[src/rtl/tx_message_buffer.sv]
// Transmit message buffer: a TX FIFO plus a single-entry high-priority buffer (HPB)
// feeding the CAN core over valid/ready. Optional macro TX_BUF_OVF_FLAG_EN adds ovf_flag/ovf_clr.
module tx_message_buffer #(
  parameter int WORD_W     = 32,
  parameter int FIFO_DEPTH = 4,
  parameter int LVL_W      = $clog2(FIFO_DEPTH) + 1
) (
  input  logic                sys_clk,
  input  logic                IP2Can_reset,
  input  logic                fifo_wr_en,
  input  logic [WORD_W-1:0]   fifo_id,
  input  logic [WORD_W-1:0]   fifo_dlc,
  input  logic [WORD_W-1:0]   fifo_dw1,
  input  logic [WORD_W-1:0]   fifo_dw2,
  input  logic                hpb_wr_en,
  input  logic [WORD_W-1:0]   hpb_id,
  input  logic [WORD_W-1:0]   hpb_dlc,
  input  logic [WORD_W-1:0]   hpb_dw1,
  input  logic [WORD_W-1:0]   hpb_dw2,
  output logic                fifo_full,
  output logic                fifo_empty,
  output logic [LVL_W-1:0]    fifo_level,
  output logic                hpb_full,
  output logic [4*WORD_W-1:0] tx_msg,
  output logic                tx_valid,
  output logic                tx_src,
`ifdef TX_BUF_OVF_FLAG_EN
  input  logic                ovf_clr,
  output logic                ovf_flag,
`endif
  input  logic                tx_ready
);

  localparam int AW    = (FIFO_DEPTH > 1) ? $clog2(FIFO_DEPTH) : 1;
  localparam int MSG_W = 4 * WORD_W;

  typedef enum logic {
    IDLE    = 1'b0,
    PRESENT = 1'b1
  } state_e;

  logic [MSG_W-1:0] mem_q [FIFO_DEPTH];
  logic [MSG_W-1:0] hpb_msg_q;
  logic [AW-1:0]    wr_ptr_q, wr_ptr_d;
  logic [AW-1:0]    rd_ptr_q, rd_ptr_d;
  logic [LVL_W-1:0] level_q, level_d;
  logic             hpb_full_q, hpb_full_d;
  state_e           state_q;
  logic [MSG_W-1:0] tx_msg_q;
  logic             tx_valid_q;
  logic             tx_src_q;

  logic             full_w;
  logic             empty_w;
  logic             fifo_push;
  logic             fifo_pop;
  logic             hpb_load;
  logic             hpb_take;

  assign full_w  = (level_q == LVL_W'(FIFO_DEPTH));
  assign empty_w = (level_q == '0);

  // Acceptance decisions all use pre-edge status, so a same-cycle drain never frees a slot early.
  assign fifo_push = fifo_wr_en & ~full_w;
  assign hpb_load  = hpb_wr_en & ~hpb_full_q;
  assign hpb_take  = (state_q == IDLE) & hpb_full_q;
  assign fifo_pop  = (state_q == IDLE) & ~hpb_full_q & ~empty_w;

  always_comb begin
    wr_ptr_d = wr_ptr_q;
    rd_ptr_d = rd_ptr_q;
    level_d  = level_q;
    if (fifo_push) begin
      wr_ptr_d = wr_ptr_q + AW'(1);
    end
    if (fifo_pop) begin
      rd_ptr_d = rd_ptr_q + AW'(1);
    end
    if (fifo_push && !fifo_pop) begin
      level_d = level_q + LVL_W'(1);
    end else if (fifo_pop && !fifo_push) begin
      level_d = level_q - LVL_W'(1);
    end
  end

  always_comb begin
    hpb_full_d = hpb_full_q;
    if (hpb_take) begin
      hpb_full_d = 1'b0;
    end else if (hpb_load) begin
      hpb_full_d = 1'b1;
    end
  end

  // Message storage carries no reset: the level counter and hpb_full gate its visibility.
  always_ff @(posedge sys_clk) begin
    if (fifo_push) begin
      mem_q[wr_ptr_q] <= {fifo_id, fifo_dlc, fifo_dw1, fifo_dw2};
    end
    if (hpb_load) begin
      hpb_msg_q <= {hpb_id, hpb_dlc, hpb_dw1, hpb_dw2};
    end
  end

  always_ff @(posedge sys_clk) begin
    if (IP2Can_reset) begin
      wr_ptr_q   <= '0;
      rd_ptr_q   <= '0;
      level_q    <= '0;
      hpb_full_q <= 1'b0;
    end else begin
      wr_ptr_q   <= wr_ptr_d;
      rd_ptr_q   <= rd_ptr_d;
      level_q    <= level_d;
      hpb_full_q <= hpb_full_d;
    end
  end

  // Output FSM: HPB wins in IDLE; PRESENT holds the message until the core takes it.
  always_ff @(posedge sys_clk) begin
    if (IP2Can_reset) begin
      state_q    <= IDLE;
      tx_msg_q   <= '0;
      tx_valid_q <= 1'b0;
      tx_src_q   <= 1'b0;
    end else begin
      unique case (state_q)
        IDLE: begin
          if (hpb_full_q) begin
            tx_msg_q   <= hpb_msg_q;
            tx_src_q   <= 1'b1;
            tx_valid_q <= 1'b1;
            state_q    <= PRESENT;
          end else if (!empty_w) begin
            tx_msg_q   <= mem_q[rd_ptr_q];
            tx_src_q   <= 1'b0;
            tx_valid_q <= 1'b1;
            state_q    <= PRESENT;
          end
        end
        PRESENT: begin
          if (tx_ready) begin
            tx_valid_q <= 1'b0;
            state_q    <= IDLE;
          end
        end
        default: begin
          tx_valid_q <= 1'b0;
          state_q    <= IDLE;
        end
      endcase
    end
  end

`ifdef TX_BUF_OVF_FLAG_EN
  logic ovf_q;
  logic drop_w;

  assign drop_w = (fifo_wr_en & full_w) | (hpb_wr_en & hpb_full_q);

  // A drop in the same cycle as ovf_clr keeps the flag set.
  always_ff @(posedge sys_clk) begin
    if (IP2Can_reset) begin
      ovf_q <= 1'b0;
    end else if (drop_w) begin
      ovf_q <= 1'b1;
    end else if (ovf_clr) begin
      ovf_q <= 1'b0;
    end
  end

  assign ovf_flag = ovf_q;
`endif

  assign fifo_full  = full_w;
  assign fifo_empty = empty_w;
  assign fifo_level = level_q;
  assign hpb_full   = hpb_full_q;
  assign tx_msg     = tx_msg_q;
  assign tx_valid   = tx_valid_q;
  assign tx_src     = tx_src_q;

endmodule

[config.mk]
export PLATFORM = sky130hd
export DESIGN_NAME = tx_message_buffer
export DESIGN_NICKNAME = d
export VERILOG_FILES = /design/src/rtl/tx_message_buffer.sv
export SDC_FILE = /design/constraint.sdc
export NUM_CORES = 1
export LEC_CHECK = 0
export ABC_AREA = 0
export BUFFER_PORTS_ARGS = -buffer_cell sky130_fd_sc_hd__buf_2
export CAP_MARGIN = 20
export CORE_MARGIN = 2
export CORE_UTILIZATION = 61
export CTS_CLUSTER_DIAMETER = 30
export DETAILED_ROUTE_END_ITERATION = 6
export PLACE_DENSITY_LB_ADDON = 0.08
export REMOVE_ABC_BUFFERS = 1
export SLEW_MARGIN = 20
export SYNTH_ARGS = -nofsm -noshare
export SYNTH_HDL_FRONTEND = slang
export SYNTH_SLANG_ARGS = --single-unit
[constraint.sdc]
create_clock -name sys_clk -period 12.3 [get_ports sys_clk]
set_input_delay 1.845 -clock sys_clk [delete_from_list [all_inputs] [get_ports sys_clk]]
set_output_delay 1.845 -clock sys_clk [all_outputs]
set_load 0.01 [all_outputs]
After elaboration in Yosys (flattened, before gate mapping)
Memory sizes are Yosys's and may differ from the RTL's. A register that Yosys moved wholly into a read port is not among the register bits.
Index checks and enable logic that the tools add are counted.
{ "totals": {"register_bits": 267, "output_inout_bits": 136, "in_bits": 261, "wordCells": 54, "ramBits": 512, "mem_count": 1} }
{ "op_classes": {"n_addsub": 4, "n_reduce_logical": 9, "n_mux": 18, "eq_ne": 4, "bitwise_logic": 9} }
{ "memory_table": {"columns": ["name", "depth", "width", "rd", "rd_ports_with_merged_regs", "write_ports", "line", "text"], "rows": [
  ["mem_q", 4, 128, 1, 1, 1, "42", "logic [MSG_W-1:0] mem_q [FIFO_DEPTH];"]
]} }
{ "op_table": {"columns": ["cell", "n"], "rows": [
  ["$mux W128", 2],
  ["$mux W1", 10],
  ["$mux W3", 2],
  ["$and A1 B1 Y1", 5],
  ["$add A2 B1 Y2 const B", 2],
  ["$mux W2", 2],
  ["$ne A2 B2 Y1 const B", 2],
  ["$not A1 Y1", 4],
  ["$pmux W1 S2", 2],
  ["$reduce_and A2 Y1", 2],
  ["$add A3 B1 Y3 const B", 1],
  ["$eq A3 B3 Y1 const B", 1],
  ["$logic_not A3 Y1", 1],
  ["$ne A3 B3 Y1 const B", 1],
  ["$sub A3 B1 Y3 const B", 1],
  ["$logic_and A1 B1 Y1", 2],
  ["$logic_not A1 Y1", 2],
  ["$reduce_bool A2 Y1", 1],
  ["$reduce_or A2 Y1", 1]
]} }

Logic depth before layout (Yosys ltp)
Gate-level depths: netlist of run 1.
{ "depth": {"word_depth": 7, "depth_mapped": 10, "mapped_depth_nobuf": 9} }

Least setup slack after synthesis of run 1
No wires, ideal clock.
{ "synth_path": {"kind": "input to register", "startpoint": "input hpb_wr_en", "endpoint": "register hpb_msg_q[0], enable pin", "path_buffers": 0, "slack_ps": 4245, "t_required_ps": 11669, "stages": 1, "t_arrival_ps": 7424, "path_cell_list": "nor2b_1"} }
{ "synth_via": {"elab_chain_cells": 1} }
{ "synth_rtl": {"columns": ["item", "line", "text"], "rows": [
  ["start, declared", "15", "input logic hpb_wr_en,"],
  ["$and A1 B1 Y1", "65", "assign hpb_load = hpb_wr_en & ~hpb_full_q;"],
  ["end signal, assigned", "101", "hpb_msg_q <= {hpb_id, hpb_dlc, hpb_dw1, hpb_dw2};"],
  ["end, declared", "43", "logic [MSG_W-1:0] hpb_msg_q;"]
]} }
No other way between the ends.
A chain may end at the register's enable or synchronous reset.

Final worst setup path of run 1
{ "layout_path": {"startpoint": "register level_q[2] (netlist: fifo_level[2])", "endpoint": "output fifo_full"} }
{ "layout_via": {"elab_chain_cells": 1} }
{ "layout_rtl": {"columns": ["item", "line", "text"], "rows": [
  ["start, declared", "46", "logic [LVL_W-1:0] level_q, level_d;"],
  ["start signal, assigned", "114", "level_q <= level_d;"],
  ["$eq A3 B3 Y1", "60", "assign full_w = (level_q == LVL_W'(FIFO_DEPTH));"],
  ["end, declared", "20", "output logic fifo_full,"]
]} }
No other way between the ends.

==> results of run 1 <==
[cell type report]
class	count	area, µm²
Clock inverter	81	860.8
Tap cell	607	759.5
Fill cell	2671	10660
Sequential cell	781	22050
Clock buffer	175	3799
Antenna cell	15	37.54
Inverter	7	28.78
Timing Repair Buffer	421	2205
Multi-Input combinational cell	689	6158
[cell families after synthesis]
family / synth area share, %
AND/OR/NAND/NOR: 0.4953
buffers and inverters: 2.250
multiplexers: 10.08
adder cells (fa/ha/maj): 0.2867
AO/OA/AOI/OAI: 10.30
flip-flops: 76.53
XOR/XNOR: 0.06083
[sequential cells by signal, indices dropped and copies added (netlist names), named ones only]
name,count
state_q,1
tx_src,1
tx_valid,1
wr_ptr_q,2
mem_q,512
hpb_full,1
hpb_msg_q,128
rd_ptr_q,2
tx_msg,128
fifo_level,3
[worst reg2reg max path: cells and delay by family (launching register included)]
kind,cells,cell delay (ps)
and+or+nand+nor,2,1530
buffers and inverters,2,1470
DFF,1,350
AOI/OAI and AO/OA,1,290
[per-layer routing]
| metal | up-vias | GRT usage (%) | share of wire, % |
|---|---|---|---|
| li1 | 7582 | - | - |
| met1 | 8724 | 38.33 | 39 |
| met2 | 917 | 44.78 | 48 |
| met3 | 160 | 8.644 | 9.6 |
| met4 | 28 | 15.09 | 3.2 |
| met5 | - | 0 | 0.25 |
[through the flow]
stage	hold slack [ps]	area [µm²]	util (%)
after global placement	452.7	31170	66.96
after floorplan	466.8	28180	-
after global routing	491.3	35890	77.09
after CTS	466.2	35830	76.97
after detailed placement	456.9	31170	66.96
final	458.7	35900	77.11
[power by group through the flow]
stage	Combinational (mW)	Clock, mW	Sequential (mW)
final	1.84	3.75	3.51
after global routing	1.98	3.91	3.55
after CTS	1.85	3.79	3.51
after detailed placement	1.83	0	3.55
after global placement	1.80	0	3.54
after floorplan	1.13	0	3.68
[worst min path at each step]
stage	startpoint	endpoint	slack [ps]	cells after the start
global placement	tx_valid$_SDFFE_PP0P_	tx_valid$_SDFFE_PP0P_	450	1
finish	tx_valid$_SDFFE_PP0P_	tx_valid$_SDFFE_PP0P_	460	1
global route	tx_valid$_SDFFE_PP0P_	tx_valid$_SDFFE_PP0P_	490	1
floorplan	rd_ptr_q[0]$_SDFFE_PP0P_	flip-flop	470	2
CTS	tx_valid$_SDFFE_PP0P_	tx_valid$_SDFFE_PP0P_	470	1
detailed placement	tx_valid$_SDFFE_PP0P_	tx_valid$_SDFFE_PP0P_	460	1
[Yosys cell counts (all sizes together), types with 2 or more instances]
| cell | instances | area [µm²] |
|---|---|---|
| edfxtp | 640 | 19220 |
| mux2 | 257 | 2894 |
| dfxtp | 141 | 2823 |
| a21oi | 136 | 680.7 |
| a211oi | 128 | 965.9 |
| a222oi | 128 | 1281 |
| clkbuf | 86 | 322.8 |
| buf | 44 | 299.0 |
| inv | 7 | 26.28 |
| nor2 | 7 | 26.28 |
| ha | 5 | 62.56 |
| and3 | 4 | 25.02 |
| nor2b | 3 | 18.77 |
| nor3 | 3 | 15.01 |
| o21ai | 3 | 15.01 |
| nand3 | 2 | 10.01 |
| or4 | 2 | 15.01 |
| xor2 | 2 | 17.52 |
==> impl_metrics.yaml, run 1 <==
floorplan:
  core_um2: 46560
  die_h_um: 221.3
  die_area_um2: 48970
  rows: 79
  die_x_um: 221.3
  start_util_pct: 61.86
  io_pins: 397
clocking:
  clkSlewWorstSetupHoldPaths_ps: 50
  numCtsBuffers: 138
  ctsHoldBuffers: 0
  cts-root-buf: "clkbuf_16"
  cts_max_path_buffers: 3
  numClockSinks: 781
  post-cts-setup-buffers: 0
  cts_max_level: 4
  cts_tree: "done"
  post_cts_resized: 0
  clock_insertion_delay_worst_skew_ps: 720
pwr:
  intPower_mw: 6.527
  leakage_nw: 13.10
  vdd_drop_max_uv: 286.7
  powerDensity_nw_per_um2: 253.8
  switching_power_mw: 2.584
  power.total_mw: 9.112
  p_clk_share_pct: 41.2
  combPwrFrac_pct: 20.2
  p_sw_share_pct: 28.36
  p_seq_share_pct: 38.6
critical_path:
  rr_endpoint: "tx_msg[83]$_SDFFE_PP0P_"
  worstPathCellList: "or3b_2 > inv_1 > buf_2"
  reg2reg_setup_slack_ps: 8470
  cp_num_cells: 3
  critPathCapture: "fifo_full"
  endpoint_kind: "output port"
  r2r_cells: 5
  crit_buf_inv: 2
  arrival_ps: 2000
  required_ps: 10450
  start_kind: "flip-flop"
  slowest_delay_ps: 560
  cp_slowest_cell: "or3b_2"
  cp_max_fo: 7
  crit_family: "simple AND/OR/NAND/NOR gates"
  crit_start: "fifo_level[2]$_SDFFE_PP0P_"
  r2r-start: "hpb_full$_SDFFE_PP0P_"
  crit_type: "reg -> out"
grt:
  grt_antenna_before_repair: 28
  grt-ovfl-total: 0
  grt_first_pass_wirelength_um: 107400
  grt_max_degree: 130
  track_usage_pct: 29.26
  grt_pass1_vias: 17670
yosys:
  syn-mean-instance-area_um2: 17.92
  synth_area_um2: 28800
  synth_seq_cells: 781
  ys_types: 30
  ys_seq_area_share_pct: 76.53
  synthCells: 1607
  synthArstFlopShare_pct: 0
  synth_flop_cell: "edfxtp_1"
  yosysWarnings: 0
  synth-edff-count: 640
sta:
  rsz0062_at_grt: "false"
  final_min_period_over_clock_period_pct: 31.24
  finClkSkew_ps: 35.82
  drv_slew: 0
  tightest_slew_ps: 1112
  finalSetupTns_ps: 0
  post-route-min-period_ps: 3842
  finalSetupViolations: 0
  setup_slack_ps: 8458
  final_hold_viol_count: 0
  max_freq_mhz: 260.3
  relSlewSlack_pct: 25.89
routing:
  dr.pass1.iters: 7
  via_per_inst: 6.272
  drt_iter0_drc: 2127
  wl_um: 72510
  ant_nets: 0
  wl_per_cell_um: 26.12
  drc: 1
  num_vias: 17410
finish:
  fin_cells: 2776
  area_growth_pct: 24.64
  layout_common_cells: "edfxtp_1, buf_2, mux2_2"
  final_nets: 2305
  drive_above_1_share_pct: 42.66
  layout_commonest_cell: "edfxtp_1"
placed_design:
  gp_congestion: 0.7707
  hpwl_um: 40080
  io_buffers: 396
  preCtsSetupSlack_ps: 7806
  dp.cells: 2504
worst_hold_path:
  hold_path_class: "reg -> reg"
job:
  cap_viol_max_count: 0
run_status:
  violations: "DRC"
  outcome: "complete, but fails checks"
(Power assumes the default switching activity.)
==> run 2, diff against run 1 <==
- ABC_AREA: 0 -> 1
- CORE_UTILIZATION: 61 -> 58
- clock period: 12.3 -> 3.8 ns (I/O delays scaled with it)
==> run 2 against run 1 <==
The flow now finishes without violations; non-clock buffer count up 31; setup slack worse by 7200 ps; first-iteration DRC count down 11%; count of clock-buffer cells in the layout up 8; cell area up 10%; hold slack worse by 420 ps; via count up 33%; clock power rose to 3.5 times the previous value; utilization down 3.9 points; clock skew down 13 ps; routed wire length up 10%; flip-flop and latch count unchanged.
==> impl_metrics.yaml, run 2 <==
routing:
  num_vias: 23210
  drt_iter0_drc: 1887
  wl_um: 79970
  ant_nets: 0
  via_per_inst: 5.193
  drc: 0
  dr.pass1.iters: 6
  wl_per_cell_um: 17.89
placed_design:
  io_buffers: 396
  preCtsSetupSlack_ps: 1428
  dp.cells: 4149
  gp_congestion: 0.7950
  post_dp_cell_area_um2: 34200
  hpwl_um: 43790
critical_path:
  start_kind: "flip-flop"
  reg2reg_setup_slack_ps: 1320
  required_ps: 3230
  crit_family: "buffers and inverters"
  worstPathCellList: "buf_4 > buf_2"
  endpoint_kind: "output port"
  slowest_delay_ps: 580
  crit_buf_inv: 2
  crit_type: "reg -> out"
  rr_endpoint: "tx_msg[70]$_SDFFE_PP0P_"
  cp_max_fo: 62
  arrival_ps: 1960
  cp_slowest_cell: "buf_4"
  r2r_cells: 8
yosys:
  synthCells: 3198
  syn-mean-instance-area_um2: 9.972
  yosysWarnings: 0
  ys_types: 22
  synth_most_common_cell: "nand2_1"
  synth_flop_cell: "edfxtp_1"
  yosys.area.top_type: "edfxtp_1"
  synth.area.top_cells: "edfxtp_1, nand2_1, dfxtp_1, nor2_1, nand3_1"
  ys_seq_area_share_pct: 69.12
  synth_seq_cells: 781
  synth_top_cell_area_share_pct: 60.27
  synth-edff-count: 640
  synthArstFlopShare_pct: 0
  synth_common_cells: "nand2_1, nor2_1, edfxtp_1"
  synth_area_um2: 31890
finish:
  stdcell_area_um2: 39620
  fin_cells: 4470
  layout_common_cells: "nand2_1, nor2_1, edfxtp_1"
  post-route-util_pct: 73.19
  drive_above_1_share_pct: 18.19
  final_nets: 3897
  layout_commonest_cell: "nand2_1"
  area_growth_pct: 24.24
  largest_register_ffs: 512
  registers.top_by_ff_count: "mem_q"
clocking:
  cts_max_level: 4
  post_cts_resized: 0
  cts_tree: "done"
  clock_insertion_delay_worst_skew_ps: 720
  post-cts-setup-buffers: 0
  numClockSinks: 781
  numCtsBuffers: 148
  cts_max_path_buffers: 3
  ctsHoldBuffers: 27
  cts-root-buf: "clkbuf_16"
  clkSlewWorstSetupHoldPaths_ps: 50
pwr:
  intPower_mw: 21.90
  p_clk_share_pct: 40.9
  leakage_nw: 17.61
  p_sw_share_pct: 31.51
  combPwrFrac_pct: 23.8
  switching_power_mw: 10.07
  power.total_mw: 31.97
  p_seq_share_pct: 35.3
  powerDensity_nw_per_um2: 807.0
  vdd_drop_max_uv: 1165
worst_hold_path:
  min_path_cells: 1
  whs_endpoint: "hpb_msg_q[84]$_DFFE_PP_"
  hold_path_class: "in -> reg"
  min_from: "hpb_dlc[20]"
floorplan:
  die_area_um2: 56870
  io_pins: 397
  die_h_um: 238.5
  rows: 85
  start_util_pct: 58.91
  core_um2: 54130
  die_x_um: 238.5
sta:
  hold_ws_ps: 35.13
  rsz0062_at_grt: "false"
  tightest_slew_ps: 1117
  finalSetupViolations: 0
  post-route-min-period_ps: 2525
  setup_slack_ps: 1275
  drv_slew: 0
  final_min_period_over_clock_period_pct: 66.45
  finClkSkew_ps: 22.50
  finalSetupTns_ps: 0
  final_hold_viol_count: 0
  max_freq_mhz: 396.0
  relSlewSlack_pct: 25.53
grt:
  grt-ovfl-total: 0
  grt_antenna_before_repair: 27
  grt_pass1_vias: 22690
  track_usage_pct: 28.32
  grt_max_degree: 228
  grt_first_pass_wirelength_um: 122200
run_status:
  outcome: "finished clean"
job:
  cap_viol_max_count: 0
## run 2: cell count changes after synthesis, moves of 126 or more
cell,change
a211oi_1,-126
a21oi_1,-130
a222oi_1,-128
inv_1,+269
mux2_2,-257
nand2_1,+1032
nand3_1,+256
nor2_1,+647
## run 2: area by class of cell
cell class | instances | area [µm²]
Antenna cell | 19 | 47.55
Clock buffer | 183 | 4051
Clock inverter | 92 | 1045
Fill cell | 3737 | 14520
Inverter | 279 | 1060
Multi-Input combinational cell | 1968 | 7859
Sequential cell | 781 | 22050
Tap cell | 696 | 870.8
Timing Repair Buffer | 452 | 2633
## run 2: cells by family after synthesis
| logic type | count (synthesis) | share of synthesized area (%) |
|---|---|---|
| DFF | 781 | 69.12 |
| adders and majority gates | 6 | 0.2590 |
| buffers and inverters | 449 | 6.395 |
| xor gates and xnor gates | 1 | 0.02747 |
| AOI/OAI and AO/OA | 14 | 0.2354 |
| and+or+nand+nor | 1947 | 23.97 |
## run 2: metal layers
metal  vias up  wire length (µm)  part of all wire (%)  GRT usage (%)
li1      11150                 -                     -              -
met1     10910             31580                    39          35.04
met2       963             39420                    49          47.10
met3       178              6328                   7.9          6.883
met4        20              2516                   3.1          13.43
met5         -               127                  0.16              0
## run 2: power groups by stage
stage / logic [mW] / registers, mW / clock network, mW
floorplan: 4.52 / 12.0 / 0
global placement: 7.33 / 11.4 / 0
detailed placement: 7.51 / 11.4 / 0
CTS: 7.64 / 11.3 / 13.2
global route: 8.55 / 11.4 / 13.6
finish: 7.62 / 11.3 / 13.1
## run 2: worst max-delay path by stage
| stage | start | end | slack, ps | cells past startpoint |
|---|---|---|---|---|
| final | hpb_full$_SDFFE_PP0P_ | hpb_full | 1270 | 2 |
| after global routing | flip-flop | tx_msg[10]$_SDFFE_PP0P_ | 1130 | 8 |
| after CTS | hpb_full$_SDFFE_PP0P_ | hpb_full | 1260 | 2 |
| after detailed placement | flip-flop | tx_msg[89]$_SDFFE_PP0P_ | 1430 | 8 |
| after global placement | flip-flop | tx_msg[70]$_SDFFE_PP0P_ | 1510 | 8 |
| after floorplan | flip-flop | tx_msg[0]$_SDFFE_PP0P_ | -6810 | 7 |
